$ cat config.mk
export PLATFORM = sky130hd
export DESIGN_NAME = exception_unit
export DESIGN_NICKNAME = d
export VERILOG_FILES = /design/src/rtl/exc_pkg.sv /design/src/rtl/exception_unit.sv
export SDC_FILE = /design/constraint.sdc
export NUM_CORES = 1
export LEC_CHECK = 0
export ABC_AREA = 1
export CORE_AREA = 2 2 133 135
export CTS_CLUSTER_SIZE = 20
export DETAILED_ROUTE_END_ITERATION = 8
export DIE_AREA = 0 0 135 137
export PLACE_DENSITY_LB_ADDON = 0.2
export SYNTH_ARGS = -nofsm -noshare
export SYNTH_HDL_FRONTEND = slang
export SYNTH_SLANG_ARGS = --single-unit
$ cat constraint.sdc
create_clock -name clk -period 1.4 [get_ports clk]
set_input_delay 0.14 -clock clk [delete_from_list [all_inputs] [get_ports clk]]
set_output_delay 0.14 -clock clk [all_outputs]
set_load 0.02 [all_outputs]
$ cat src/rtl/exc_pkg.sv
`default_nettype none
// ============================================================================
// Package  : exc_pkg
// Purpose  : Shared types and constants for the exception-handling stage.
// Revision : 1.0 - initial release
// ============================================================================
package exc_pkg;

  typedef enum logic [1:0] {
    IDLE    = 2'd0,
    TAKE    = 2'd1,
    HANDLER = 2'd2,
    RETURN  = 2'd3
  } exc_state_t;

  localparam logic [3:0]  ESR_EXTIRQ         = 4'b0001;
  localparam logic [3:0]  ESR_BADOP          = 4'b0010;
  localparam logic [63:0] EXC_VECTOR_DEFAULT = 64'hD8;

endpackage
`default_nettype wire

$ cat src/rtl/exception_unit.sv
`default_nettype none
// ============================================================================
// Module   : exception_unit
// Purpose  : Latches ELR/ESR, redirects fetch to/from the exception vector,
//            flushes the pipeline and acknowledges accepted exceptions.
// Revision : 1.0 - initial release
// ============================================================================
module exception_unit
  import exc_pkg::*;
#(
  parameter int unsigned      N          = 64,
  parameter logic [N-1:0]     EXC_VECTOR = N'(EXC_VECTOR_DEFAULT)
) (
  input  logic         clk,
  input  logic         reset,
  input  logic         Exc,
  input  logic         ERet,
  input  logic [3:0]   EStatus,
  input  logic [N-1:0] pc_exc,
  input  logic [N-1:0] pc_next,
  input  logic         sys_sel,
  output logic         ExcAck,
  output logic         pc_redirect,
  output logic [N-1:0] pc_target,
  output logic         flush,
  output logic         in_handler,
  output logic [N-1:0] elr,
  output logic [3:0]   esr,
  output logic [N-1:0] sys_rdata,
  output logic         exc_dropped
);

  exc_state_t   r_state;
  exc_state_t   w_next_state;
  logic         w_accept;
  logic         w_drop;
  logic [N-1:0] r_elr;
  logic [3:0]   r_esr;
  logic         r_exc_dropped;

  always_ff @(posedge clk) begin
    if (reset) begin
      r_state       <= IDLE;
      r_elr         <= '0;
      r_esr         <= '0;
      r_exc_dropped <= 1'b0;
    end else begin
      r_state <= w_next_state;
      if (w_accept) begin
        r_esr <= EStatus;
        // An IRQ interrupts between instructions, so resume after the current one.
        r_elr <= (EStatus == ESR_EXTIRQ) ? pc_next : pc_exc;
      end
      if (w_drop) begin
        r_exc_dropped <= 1'b1;
      end
    end
  end

  always_comb begin
    w_next_state = r_state;
    w_accept     = 1'b0;
    w_drop       = 1'b0;
    ExcAck       = 1'b0;
    pc_redirect  = 1'b0;
    pc_target    = '0;
    flush        = 1'b0;
    in_handler   = 1'b0;
    case (r_state)
      IDLE: begin
        if (Exc) begin
          w_accept     = 1'b1;
          w_next_state = TAKE;
        end
      end
      TAKE: begin
        ExcAck       = 1'b1;
        pc_redirect  = 1'b1;
        pc_target    = EXC_VECTOR;
        flush        = 1'b1;
        w_drop       = Exc;
        w_next_state = HANDLER;
      end
      HANDLER: begin
        in_handler = 1'b1;
        w_drop     = Exc;
        if (ERet) begin
          w_next_state = RETURN;
        end
      end
      RETURN: begin
        pc_redirect  = 1'b1;
        pc_target    = r_elr;
        flush        = 1'b1;
        in_handler   = 1'b1;
        w_drop       = Exc;
        w_next_state = IDLE;
      end
      default: w_next_state = IDLE;
    endcase
  end

  assign elr         = r_elr;
  assign esr         = r_esr;
  assign exc_dropped = r_exc_dropped;
  assign sys_rdata   = sys_sel ? {{(N-4){1'b0}}, r_esr} : r_elr;

endmodule
`default_nettype wire

==> impl_metrics.py <==
metrics = {
    "run_status": {
        "outcome": "finished with violations",
        "violations": "setup timing",
    },
    "power_and_ir_drop": {
        "total_leakage_power_uw": 0.00526,
        "power_density_nw_per_um2": 1420,
        "seq_power_share": 0.230,
        "pwr-share-comb": 0.593,
        "p_clk_frac": 0.177,
        "peakVddDrop_mv": 0.637,
        "p_int_uw": 7820,
        "switchingPower_uw": 5860,
        "p_sw_frac": 0.428,
    },
    "final_layout": {
        "antenna_cells": 0,
        "final_cell_mix": "nand2_1, inv_1, clkdlybuf4s50_1",
        "design_area_um2": 9610,
        "syn_to_final_growth_pct": 96.0,
        "nets": 1319,
        "layout_commonest_cell": "nand2_1",
        "fill_cells": 1687,
        "fin_cells": 1405,
        "drive_gt1_frac": 0.236,
    },
    "setup_path": {
        "end_kind": "primary output",
        "r2r_slack_ps": -130,
        "worstPathMaxFanout": 4,
        "path_buf_inv": 3,
        "critPathMostFrequentCell": "buf_6",
        "crit_cells": 5,
        "slowest_delay_ps": 370,
        "slowest_stage": "dfxtp_4",
        "startpoint": "r_state[0]",
        "start_kind": "flip-flop",
        "reg2reg_to": "elr[6]",
        "r2r_cells": 11,
        "critPathArrivalTime_ps": 1470,
        "critPathTopFamily": "flip-flops",
        "path_class": "reg -> out",
        "cp-endpoint": "in_handler",
        "cp.required_ps": 1260,
        "timing.rr.start": "r_state[0]",
        "worstPathCellList": "buf_6 > inv_4 > ha_1 > or2_2 > buf_6",
    },
    "clock_tree": {
        "path_clk_slew_ps": 60,
        "ctsLongestPathBuffers": 2,
        "clkLatencyLatePin_ps": 330,
        "cts_made_buffers": 9,
        "postCtsHoldBufs": 0,
        "htree_levels": 3,
        "clockRootBuffer": "clkbuf_16",
        "cts.sinks": 71,
        "cts_tree": "yes",
    },
    "sta": {
        "tightest_slew_ps": 404,
        "setup_viol": 136,
        "finalCriticalPeriod_ps": 1610,
        "min_period_over_period": 1.15,
        "slew_violations": 0,
        "finalHoldViolCount": 0,
        "setup_ws_ps": -215,
        "slew_headroom": 0.731,
        "rsz0062_at_grt": "yes",
        "clock_skew_ps": 7.41,
        "fmax_mhz": 619,
    },
    "placement": {
        "hpwlAfterDp_mm": 15.1,
        "routabilityCongestion": 0.819,
        "dpl.cell_count": 1371,
        "io_buffers": 337,
        "dpl_cell_area_um2": 8550,
    },
    "floorplan": {
        "fp.dieW_um": 135,
        "rows": 48,
        "io_pins": 338,
        "core_um2": 17100,
        "design.die.area_um2": 18500,
        "start_util": 0.287,
        "die_y_um": 137,
    },
    "job": {
        "cap_viol_max_count": 0,
    },
    "logic_synthesis": {
        "netlist_top_cells_area": "dfxtp_1, nand2_1, inv_1",
        "synth_edf_count": 0,
        "synth_warnings": 0,
        "syn_area_um2": 4900,
        "ys.flop_type": "dfxtp_1",
        "synth_cell_type_count": 22,
        "yosysSeqAreaShare": 0.290,
        "syn_inst": 817,
        "synth-async-reset-ratio": 0,
        "netlist.area_leader.share": 0.290,
        "syn_avg_cell_area_um2": 6.00,
        "ys_ff_latch": 71,
        "syn_nets": 961,
        "synth_largest_area_cell": "dfxtp_1",
    },
    "drt": {
        "drtIter0Drc": 179,
        "wl_per_cell_um": 15.4,
        "routed_wl_mm": 21.6,
        "drcViolationCount": 0,
        "vias": 6293,
        "dr.pass1.iters": 4,
        "vias_per_cell": 4.48,
        "ant_nets": 0,
    },
    "grt": {
        "grt_antenna_before_repair": 0,
        "grt_overflow_total": 0,
        "grt_util_all_layers": 0.222,
        "grt_pass1_vias": 5780,
        "grt_max_degree": 36,
        "grt_pass1_wl_mm": 31.7,
    },
    "worst_hold_path": {
        "hold_class": "in -> reg",
    },
}
## state kept, by name, indices dropped and copies added (netlist names)
signal       flops
elr             64
esr              4
r_state          2
exc_dropped      1
## metrics by stage
stage / power, uW / setup WS, ps / util / hold slack (ps) / TNS (ps)
floorplan: 6770 / 18.2 / - / 285 / 0
global placement: 10100 / -325 / 0.501 / 439 / -34680
detailed placement: 10200 / -334 / 0.501 / 440 / -37780
CTS: 13300 / -251 / 0.545 / 88.9 / -17860
global route: 14500 / -265 / 0.563 / 106 / -24400
finish: 13700 / -215 / 0.563 / 113 / -14120
## worst min-delay path by stage
stage,from,to,slack [ps],cells past startpoint
6_report,reset,exc_dropped,110,2
5_1_grt,reset,exc_dropped,110,2
4_1_cts,reset,exc_dropped,90,2
3_5_place_dp,reset,exc_dropped,440,2
3_3_place_gp,reset,exc_dropped,440,2
2_1_floorplan,Exc,exc_dropped,280,2
## area by class of cell
cell class / count / area, um^2 / area share
sequential: 71 / 1430 / 0.148
inverter: 199 / 767 / 0.0798
tap: 225 / 282 / 0.0293
multi-input combinational: 490 / 2710 / 0.282
timing repair buffer: 404 / 4120 / 0.428
clock inverter: 3 / 40.0 / 0.00417
clock buffer: 13 / 270 / 0.0281
## worst register-to-register path: cells and delay by family, from the launching register on
kind / cells / cell delay [ps]
adders and majority gates: 1 / 160
and+or+nand+nor: 3 / 220
DFF: 1 / 360
buffers and inverters: 7 / 710
## power groups by stage
stage,Combinational (uW),Clock (uW),Sequential (uW)
after floorplan,3020,0,3750
after detailed placement,6990,0,3160
after CTS,7670,2480,3130
after global placement,6970,0,3160
after global routing,8700,2580,3230
final,8110,2430,3150
## layer usage
metal	vias up	global-route usage	share of wire	routed length, um
li1	3145	-	-	-
met1	2894	0.266	0.41	8950
met2	234	0.387	0.49	10600
met3	20	0.0670	0.080	1730
met4	0	0.0573	0.015	331
met5	-	0	0	0
## what timing repair did
item                                    CTS  global route
cloned                                    8             1
pin swaps                                 3            52
buffers inserted                         10             1
resized for setup                       507           174
endpoints found under the setup margin  269           169
## synthesized netlist by cell type (2+ instances only)
cell type and number:
o21ai_0 10, nand3_1 129, buf_4 8, nor2_1 70, ha_1 7, dfxtp_1 71, clkbuf_8 2, nand2_1 198
nor2_4 2, a21oi_1 64, buf_2 12, clkbuf_1 12, inv_1 197, a21oi_2 7, buf_12 7, buf_6 15
## kinds of logic after synthesis
group / Yosys count / share of synthesized area
simple gates: 402 / 0.346
fa+ha+maj: 7 / 0.0179
flops: 71 / 0.290
buf+inv: 256 / 0.258
compound gates: 81 / 0.0881
Note: power is estimated with default switching activity, not from simulation.
